--- src/rtl/jtag_user_pkg.sv ---
// jtag_user_pkg: shared types and field layout for the jtaglet
// user-DR command scheduler and its channel bridges.
package jtag_user_pkg;

    typedef enum logic [1:0] {
        CMD_NOP    = 2'b00,
        CMD_WRITE  = 2'b01,
        CMD_READ   = 2'b10,
        CMD_STATUS = 2'b11
    } cmd_e;

    typedef enum logic [1:0] {
        ST_IDLE,
        ST_WR_WAIT,
        ST_RD_WAIT,
        ST_DONE
    } state_e;

    localparam int STS_BADCH   = 0;
    localparam int STS_OVERRUN = 1;
    localparam int STS_TIMEOUT = 2;

    localparam int CMD_MSB   = 31;
    localparam int CH_LSB    = 28;
    localparam int PAYLOAD_W = 28;

    localparam logic [1:0]  TAG_WR_ACK  = 2'b01;
    localparam logic [1:0]  TAG_RD_DATA = 2'b10;
    localparam logic [1:0]  TAG_TIMEOUT = 2'b11;
    localparam logic [15:0] TAG_BADCH   = 16'hBAD0;

    function automatic logic [31:0] resp_word(
        input logic [1:0]           tag,
        input logic [1:0]           ch,
        input logic [PAYLOAD_W-1:0] body
    );
        return {tag, ch, body};
    endfunction

endpackage

--- src/rtl/jtag_user_timeout.sv ---
// jtag_user_timeout: loadable down-counter; expire is high on the
// last counted cycle so the owner can abort on that edge.
module jtag_user_timeout #(
    parameter int W = 8
) (
    input  logic         clk,
    input  logic         rst_n,
    input  logic         clear,
    input  logic         load,
    input  logic [W-1:0] load_val,
    input  logic         run,
    output logic         expire
);

    logic [W-1:0] count;

    // Clear wins over load; count down only while running and non-zero
    always_ff @(posedge clk) begin
        if (!rst_n) begin
            count <= '0;
        end else if (clear) begin
            count <= '0;
        end else if (load) begin
            count <= load_val;
        end else if (run && count != '0) begin
            count <= count - W'(1);
        end
    end

    assign expire = (count == W'(1));

endmodule

--- src/rtl/jtag_user_sched.sv ---
// jtag_user_sched: decodes user-DR words into channel write/read
// requests on tck and returns ack, data or status on next capture.
module jtag_user_sched
    import jtag_user_pkg::*;
#(
    parameter int          G_NUM_CH     = 4,
    parameter int          G_TIMEOUT    = 255,
    parameter logic [31:0] G_RESET_WORD = 32'hE6712945
) (
    input  logic                     tck,
    input  logic                     trst,
    input  logic                     user_op,
    input  logic [31:0]              user_wdata,
    output logic [31:0]              user_rdata,
    output logic                     user_op_ready,
    output logic [G_NUM_CH-1:0]      ch_wr_valid,
    output logic [27:0]              ch_wr_data,
    input  logic [G_NUM_CH-1:0]      ch_wr_ready,
    output logic [G_NUM_CH-1:0]      ch_rd_req,
    input  logic [G_NUM_CH-1:0]      ch_rd_valid,
    input  logic [28*G_NUM_CH-1:0]   ch_rd_data
);

    state_e                 state;
    logic [1:0]             cur_ch;
    logic [7:0]             status;
    logic [7:0]             status_nxt;

    cmd_e                   cmd;
    logic [1:0]             cmd_ch;
    logic [PAYLOAD_W-1:0]   payload;
    logic                   bad_ch;
    logic                   is_xfer;
    logic [G_NUM_CH-1:0]    cmd_sel;

    logic                   hs_wr;
    logic                   hs_rd;
    logic                   hs;
    logic [PAYLOAD_W-1:0]   rd_word;
    logic                   in_wait;
    logic                   accept;

    logic                   tmo_load;
    logic                   tmo_clear;
    logic                   tmo_expire;

    // Field decode and selection of the active channel's handshake
    always_comb begin
        cmd     = cmd_e'(user_wdata[CMD_MSB -: 2]);
        cmd_ch  = user_wdata[CH_LSB +: 2];
        payload = user_wdata[PAYLOAD_W-1:0];
        bad_ch  = ({1'b0, cmd_ch} >= 3'(G_NUM_CH));
        is_xfer = (cmd == CMD_WRITE) || (cmd == CMD_READ);
        cmd_sel = '0;
        hs_wr   = 1'b0;
        hs_rd   = 1'b0;
        rd_word = '0;
        for (int c = 0; c < G_NUM_CH; c++) begin
            if (cmd_ch == 2'(c)) begin
                cmd_sel[c] = 1'b1;
            end
            if (cur_ch == 2'(c)) begin
                hs_wr   = ch_wr_ready[c];
                hs_rd   = ch_rd_valid[c];
                rd_word = ch_rd_data[28*c +: 28];
            end
        end
    end

    assign in_wait   = (state == ST_WR_WAIT) || (state == ST_RD_WAIT);
    assign hs        = (state == ST_WR_WAIT) ? hs_wr : hs_rd;
    assign accept    = user_op && (state == ST_IDLE);
    assign tmo_load  = accept && is_xfer && !bad_ch;
    assign tmo_clear = in_wait && (hs || tmo_expire);

    // Sticky status: a STATUS read clears, same-edge errors survive
    always_comb begin
        status_nxt = status;
        if (accept && cmd == CMD_STATUS) begin
            status_nxt = '0;
        end
        if (accept && is_xfer && bad_ch) begin
            status_nxt[STS_BADCH] = 1'b1;
        end
        if (user_op && !user_op_ready) begin
            status_nxt[STS_OVERRUN] = 1'b1;
        end
        if (in_wait && !hs && tmo_expire) begin
            status_nxt[STS_TIMEOUT] = 1'b1;
        end
    end

    jtag_user_timeout #(
        .W(8)
    ) u_timeout (
        .clk      (tck),
        .rst_n    (trst),
        .clear    (tmo_clear),
        .load     (tmo_load),
        .load_val (8'(G_TIMEOUT)),
        .run      (in_wait),
        .expire   (tmo_expire)
    );

    // Scheduler FSM with registered channel requests and response word
    always_ff @(posedge tck) begin
        if (!trst) begin
            state         <= ST_IDLE;
            cur_ch        <= '0;
            status        <= '0;
            user_rdata    <= G_RESET_WORD;
            user_op_ready <= 1'b1;
            ch_wr_valid   <= '0;
            ch_wr_data    <= '0;
            ch_rd_req     <= '0;
        end else begin
            status <= status_nxt;
            unique case (state)
                ST_IDLE: begin
                    if (user_op) begin
                        unique case (cmd)
                            CMD_NOP: begin
                            end
                            CMD_STATUS: begin
                                user_rdata <= {status, 8'h00, 14'h0,
                                               2'(G_NUM_CH-1)};
                            end
                            default: begin
                                if (bad_ch) begin
                                    user_rdata <= {TAG_BADCH, 14'h0, cmd_ch};
                                end else begin
                                    cur_ch        <= cmd_ch;
                                    user_op_ready <= 1'b0;
                                    if (cmd == CMD_WRITE) begin
                                        ch_wr_valid <= cmd_sel;
                                        ch_wr_data  <= payload;
                                        state       <= ST_WR_WAIT;
                                    end else begin
                                        ch_rd_req <= cmd_sel;
                                        state     <= ST_RD_WAIT;
                                    end
                                end
                            end
                        endcase
                    end
                end
                ST_WR_WAIT: begin
                    if (hs_wr) begin
                        ch_wr_valid <= '0;
                        user_rdata  <= resp_word(TAG_WR_ACK, cur_ch, '0);
                        state       <= ST_DONE;
                    end else if (tmo_expire) begin
                        ch_wr_valid <= '0;
                        user_rdata  <= resp_word(TAG_TIMEOUT, cur_ch, '0);
                        state       <= ST_DONE;
                    end
                end
                ST_RD_WAIT: begin
                    if (hs_rd) begin
                        ch_rd_req  <= '0;
                        user_rdata <= resp_word(TAG_RD_DATA, cur_ch, rd_word);
                        state      <= ST_DONE;
                    end else if (tmo_expire) begin
                        ch_rd_req  <= '0;
                        user_rdata <= resp_word(TAG_TIMEOUT, cur_ch, '0);
                        state      <= ST_DONE;
                    end
                end
                ST_DONE: begin
                    user_op_ready <= 1'b1;
                    state         <= ST_IDLE;
                end
                default: begin
                    state <= ST_IDLE;
                end
            endcase
        end
    end

endmodule

--- config.mk ---
export PLATFORM = sky130hd
export DESIGN_NAME = jtag_user_sched
export DESIGN_NICKNAME = d
export VERILOG_FILES = /design/src/rtl/jtag_user_pkg.sv /design/src/rtl/jtag_user_timeout.sv /design/src/rtl/jtag_user_sched.sv
export SDC_FILE = /design/constraint.sdc
export NUM_CORES = 1
export LEC_CHECK = 0
export BUFFER_PORTS_ARGS = -buffer_cell sky130_fd_sc_hd__buf_2
export CORE_UTILIZATION = 25
export CTS_BUF_LIST = sky130_fd_sc_hd__clkbuf_8 sky130_fd_sc_hd__clkbuf_16
export CTS_CLUSTER_SIZE = 10
export DETAILED_ROUTE_END_ITERATION = 8
export GPL_ROUTABILITY_DRIVEN = 0
export PLACE_DENSITY_LB_ADDON = 0.2
export SLEW_MARGIN = 5
export SYNTH_ARGS = -nofsm -noshare
export SYNTH_HDL_FRONTEND = slang
export SYNTH_SLANG_ARGS = --single-unit
--- constraint.sdc ---
create_clock -name tck -period 2.5 [get_ports tck]
set_clock_uncertainty 0.2 [all_clocks]
set_input_delay 0.5 -clock tck [delete_from_list [all_inputs] [get_ports tck]]
set_output_delay 0.5 -clock tck [all_outputs]
set_load 0.01 [all_outputs]
Yosys cells after proc, flatten, opt, wreduce, memory -nomap -nowiden --
Index checks and enable logic that the tools add are counted.
Word-level totals: register bits 83, input port bits 155, output and inout bits 69, logic and storage cells 116
Cells by class: add/sub/neg operators 1, equality and inequality tests 20, mux-type cells 49, bitwise gates (word level) 2, reductions and logical operators 34
Operators by type and width (number):
- 32-bit 2-to-1 mux | 5
- 28-bit 2-to-1 mux | 4
- 32-bit one-hot mux with 3 select lines | 1
- 4-bit 2-to-1 mux | 9
- 1-bit 2-to-1 mux | 17
- 2-bit equality test (second input constant) | 8
- 8-bit 2-to-1 mux | 2
- 4-bit one-hot mux with 2 select lines | 2
- 2-bit 2-to-1 mux | 6
- 2-bit nonzero test | 6
- 5-bit AND reduction | 2
- 3-bit AND reduction | 3
- 2-bit by 1-bit equality test with 1-bit output (second input constant) | 4
- 8-bit by 1-bit equality test with 1-bit output (second input constant) | 1
- 1-bit logical AND | 8
- 2-bit zero test | 4
- 2-bit inequality test (second input constant) | 4
- 2-bit one-hot mux with 4 select lines | 1
- 8-bit nonzero test | 1
- 8-bit by 1-bit subtractor with 8-bit output (second input constant) | 1
- 3-bit inequality test (second input constant) | 2
- 4-bit AND reduction | 1
- 2-bit OR reduction | 2
- 1-bit logical OR | 3
- 7 further kinds | 9

Longest topological paths before layout --
depth after elaboration 10, gate-level depth with buffers 9, mapped depth without buffers 6

Cells and area by module --
A second synthesis with hierarchy kept.
Second synthesis, totals: cell total of the unflattened synthesis 469, area total of the unflattened synthesis 4569.4 µm²
By module, submodules not included:
- jtag_user_sched | times used 1, cells an instance 407, area each 4013.8 µm², sequential area each 1501.4 µm²
- jtag_user_timeout | times used 1, cells an instance 62, area each 555.5 µm², sequential area each 160.2 µm²

Worst setup path before layout --
Ideal clock, no wire load.
path type register to register, start point register cur_ch[0], end point register user_rdata[16], library setup time 122 ps, arrival 1852 ps, required time 2178 ps, path slack 326 ps, stages on the path, launching flop included 6, path buffers 3, clock period less this slack 2174 ps, cells stage by stage dfxtp_1 > buf_6 > buf_2 > buf_2 > mux4_2 > a221o_1
On the way: longest elaborated chain between the ends 7, elaborated cells between the ends (all ways) 19, those cells by class 3 x eq/ne; 15 x mux; 1 x reduce/logical
Ends and longest elaborated chain:
- start, declared | line jtag_user_sched.sv:25 | logic [1:0] cur_ch;
- start signal, assigned | line jtag_user_sched.sv:132 | cur_ch <= cmd_ch;
- 2-bit zero test | line jtag_user_sched.sv:62 | if (cur_ch == 2'(c)) begin
- 28-bit 2-to-1 mux / 1-bit 2-to-1 mux (equally long branches) (4 in series) | line jtag_user_sched.sv:62
- 32-bit 2-to-1 mux (on tied branches) | line jtag_user_sched.sv:159, jtag_user_sched.sv:148
- 32-bit one-hot mux with 3 select lines * | line jtag_user_sched.sv:118 | unique case (state)
- end signal, assigned | line jtag_user_sched.sv:125 | user_rdata <= {status, 8'h00, 14'h0,
- end signal, assigned | line jtag_user_sched.sv:161 | user_rdata <= resp_word(TAG_RD_DATA, cur_ch, rd_word);
- end signal, assigned | line jtag_user_sched.sv:165 | user_rdata <= resp_word(TAG_TIMEOUT, cur_ch, '0);
- end, declared | line jtag_user_sched.sv:14 | output logic [31:0] user_rdata,
Every way passes the cells marked *; elsewhere a longest branch is shown, timed or not. A chain may end at the register's enable or synchronous reset.

Final worst setup path --
start point register state[1], end point register u_timeout.count[1]
On the way: longest elaborated chain between the ends 5, elaborated cells between the ends (all ways) 13, those cells by class 2 x eq/ne; 2 x mux; 9 x reduce/logical
Ends and longest elaborated chain:
- start, declared | line jtag_user_sched.sv:24 | state_e state;
- start signal, assigned | line jtag_user_sched.sv:108 | state <= ST_IDLE;
- start signal, assigned | line jtag_user_sched.sv:137 | state <= ST_WR_WAIT;
- start signal, assigned | line jtag_user_sched.sv:140 | state <= ST_RD_WAIT;
- 2-bit by 1-bit equality test with 1-bit output | line jtag_user_sched.sv:70, jtag_user_sched.sv:71
- 1-bit 2-to-1 mux | line jtag_user_sched.sv:71 | assign hs = (state == ST_WR_WAIT) ? hs_wr : hs_rd;
- 1-bit logical OR | line jtag_user_sched.sv:74 | assign tmo_clear = in_wait && (hs || tmo_expire);
- 1-bit logical AND | line jtag_user_sched.sv:74
- 2-bit OR reduction (no line)
- end signal, assigned | line jtag_user_timeout.sv:24 | count <= load_val;
- end signal, assigned | line jtag_user_timeout.sv:26 | count <= count - W'(1);
- end, declared | line jtag_user_timeout.sv:15 | logic [W-1:0] count;
Several ways; a longest one is shown, not always the timed one.

==> results.sh <==
export IMPL_status="finished, final reports clean"
export IMPL_final_cell_area_mm2=0.00590
export IMPL_cts_sink_count=83
export IMPL_setup_violations=0
export IMPL_avgSynthCellArea_um2=9.46
export IMPL_hold_path_end="ch_wr_data[16]$_SDFFE_PN0P_"
export IMPL_netSwitchingFraction_pct=36.7
export IMPL_ios=224
export IMPL_clkPwrFrac_pct=24.6
export IMPL_num_nets_final=833
export IMPL_cts_buffers=9
export IMPL_yosysSeqAreaShare_pct=39.4
export IMPL_rr_worst_depth=5
export IMPL_synthXorXnorAreaFrac_pct=1.25
export IMPL_area_growth_pct=39.9
export IMPL_synth_mux_area_share_pct=16.2
export IMPL_tns_ps=0
export IMPL_pwr_density_cell_mw_per_mm2=877
export IMPL_comb_power_share_pct=41.4
export IMPL_finalMaxSlewViolations=0
export IMPL_die_w_um=132
export IMPL_postPlaceCellArea_mm2=0.00562
export IMPL_synth_top_family_by_area="compound AO/OA/AOI/OAI gates"
export IMPL_cp_max_fo=9
export IMPL_synth_simple_area_share_pct=15.7
export IMPL_required_ps=2490
export IMPL_die_y_um=132
export IMPL_clk_insertion_delay_late_ps=340
export IMPL_p_int_mw=3.28
export IMPL_drv_cap=0
export IMPL_vias=4241
export IMPL_r2r_end="u_timeout.count[1]$_SDFFE_PP0P_"
export IMPL_min_path_cells=3
export IMPL_wl_per_cell_um=14.7
export IMPL_reg2reg_slack_ps=310
export IMPL_grtUsageTotal_pct=15.4
export IMPL_mostFrequentLayoutCell="buf_2"
export IMPL_avgViaCountPerCell=4.75
export IMPL_post_cts_buffers=0
export IMPL_cts_tree="yes"
export IMPL_fmax_mhz=457
export IMPL_syn_inst=446
export IMPL_synthAdderAreaFrac_pct=2.67
export IMPL_holdCritPathClass="input port to flop"
export IMPL_hpwl_um=10600
export IMPL_ir_drop_uv=300
export IMPL_ant_nets=0
export IMPL_gr_total_overflow=0
export IMPL_fp_row_count=47
export IMPL_yosysWarnings=0
export IMPL_core_mm2=0.0165
export IMPL_synth_enable_flop_cells=0
export IMPL_worst_pin_slew_ps=684
export IMPL_grt_max_degree=37
export IMPL_power_leakage_nw=2.54
export IMPL_n_fill_cell=1724
export IMPL_rsz0062_at_grt="false"
export IMPL_synth_flop_cell="dfxtp_1"
export IMPL_initial_core_util_pct=25.5
export IMPL_ctsResizeCount=0
export IMPL_synth_compound_area_share_pct=19.4
export IMPL_syn_nets=610
export IMPL_route_detailed_drc=0
export IMPL_pwr_share_seq_pct=34.0
export IMPL_cts_root_buffer_cell="clkbuf_16"
export IMPL_htreeDepth=3
export IMPL_worstHoldStart="user_wdata[16]"
export IMPL_die_area_mm2=0.0174
export IMPL_period_share_pct=87.6
export IMPL_synthDistinctLibCells=57
export IMPL_layout_common_cells="223 x buf_2, 85 x nand2_1, 82 x dfxtp_1"
export IMPL_cp_start_kind="flop"
export IMPL_syn_cell_area_mm2=0.00422
export IMPL_drt_iter0_markers=179
export IMPL_end_kind="flop"
export IMPL_clkTransAtPathRegs_ps=60
export IMPL_ys_ff_latch=83
export IMPL_firstDrtPassIters=5
export IMPL_rr_startpoint="state[1]$_SDFFE_PN0P_"
export IMPL_drive_above_1_share_pct=44.6
export IMPL_p_sw_mw=1.90
export IMPL_hold_buffers=0
export IMPL_antenna_cells=0
export IMPL_critical_path_arrival_ps=2180
export IMPL_slew_headroom_pct=54.4
export IMPL_fin_crit_ps=2190
export IMPL_grt_first_pass_wirelength_um=21300
export IMPL_hold_viol=0
export IMPL_antenna_found_initial=0
export IMPL_routed_wl_um=13100
export IMPL_critical_path_class="flop to flop"
export IMPL_cts_buffer_depth=2
export IMPL_portBuffers=223
export IMPL_grt_pass1_vias=4225
export IMPL_async_reset_ff_share_pct=0
-- per-layer routing --
layer	vias to the layer above	GRT usage [%]	share of wire, %
met4	0	5.62	1.9
met2	157	28.0	51
li1	2100	-	-
met5	-	0	0
met1	1967	17.9	42
met3	17	3.04	5.5
-- critical path, stage by stage (launching register included) --
cell and delay, ps:
dfxtp_1 400, inv_1 80, ha_1 350, clkinv_1 270
a22oi_1 650, a31oi_1 90
-- through the flow --
stage	hold WS [ps]	utilization (%)	worst slack [ps]	cells	total power, mW
2_1_floorplan	245	-	326	446	3.13
3_3_place_gp	238	34.0	182	878	3.92
3_5_place_dp	246	34.0	145	878	3.94
4_1_cts	176	35.7	288	893	5.25
5_1_grt	182	35.7	137	893	5.55
6_report	191	35.7	310	893	5.18
-- final cells by class --
class,count,area [um^2],share of cell area (%)
repair buffers,247,1300,22.0
multi-input cells,314,2330,39.5
clock inverters,6,58.8,0.996
flip-flops and latches,83,1660,28.2
well taps,220,275,4.66
inverters,14,52.6,0.890
clock buffers,9,225,3.82
-- Yosys cell counts, types with 4 or more instances --
cell type	n	area [um^2]
o21ai_0	25	125
clkbuf_1	22	82.6
nor2_1	5	18.8
buf_1	4	15.0
xor2_1	5	43.8
nand3_1	19	95.1
buf_2	4	20.0
ha_1	9	113
nand2_1	85	319
nand2b_1	4	25.0
a21oi_1	54	270
dfxtp_1	83	1660
nor3_1	4	20.0
o221ai_1	4	35.0
o22ai_1	4	25.0
a221o_1	9	90.1
a31oi_1	4	25.0
inv_1	13	48.8
mux4_2	30	676
buf_6	5	56.3
-- cell families (layout without fill, tap and decap cells) --
family                     Yosys count  count (layout)
adders and majority gates            9               9
xor gates and xnor gates             6               6
muxes                               31              31
buffers and inverters               49             276
and+or+nand+nor                    139             139
DFF                                 83              83
AOI/OAI and AO/OA                  129             129
-- sequential cells by signal (all words and copies together) (netlist names) --
name and count:
user_rdata 32, ch_wr_data 28, u_timeout.count 8, ch_rd_req 4, ch_wr_valid 4, cur_ch 2, state 2, status 2
user_op_ready 1
-- worst max path at each step --
stage | from | end | slack [ps] | cells after the start
4_1_cts | state[0]$_SDFFE_PN0P_ | u_timeout.count[1]$_SDFFE_PP0P_ | 290 | 5
3_3_place_gp | user_wdata[31] | ch_rd_req[0]$_SDFFE_PN0P_ | 180 | 7
2_1_floorplan | cur_ch[0]$_SDFFE_PN0P_ | user_rdata[16]$_SDFFE_PN1P_ | 330 | 5
3_5_place_dp | user_wdata[30] | ch_rd_req[0]$_SDFFE_PN0P_ | 150 | 6
5_1_grt | state[0]$_SDFFE_PN0P_ | user_rdata[11]$_SDFFE_PN1P_ | 140 | 7
6_report | state[1]$_SDFFE_PN0P_ | u_timeout.count[1]$_SDFFE_PP0P_ | 310 | 5
-- power groups by stage --
stage / logic, mW / registers (mW) / clock network, mW
5_1_grt: 2.36 / 1.80 / 1.38
6_report: 2.14 / 1.76 / 1.28
3_5_place_dp: 2.15 / 1.79 / 0
3_3_place_gp: 2.14 / 1.78 / 0
4_1_cts: 2.16 / 1.77 / 1.33
2_1_floorplan: 1.30 / 1.83 / 0
(Power assumes the default switching activity.)
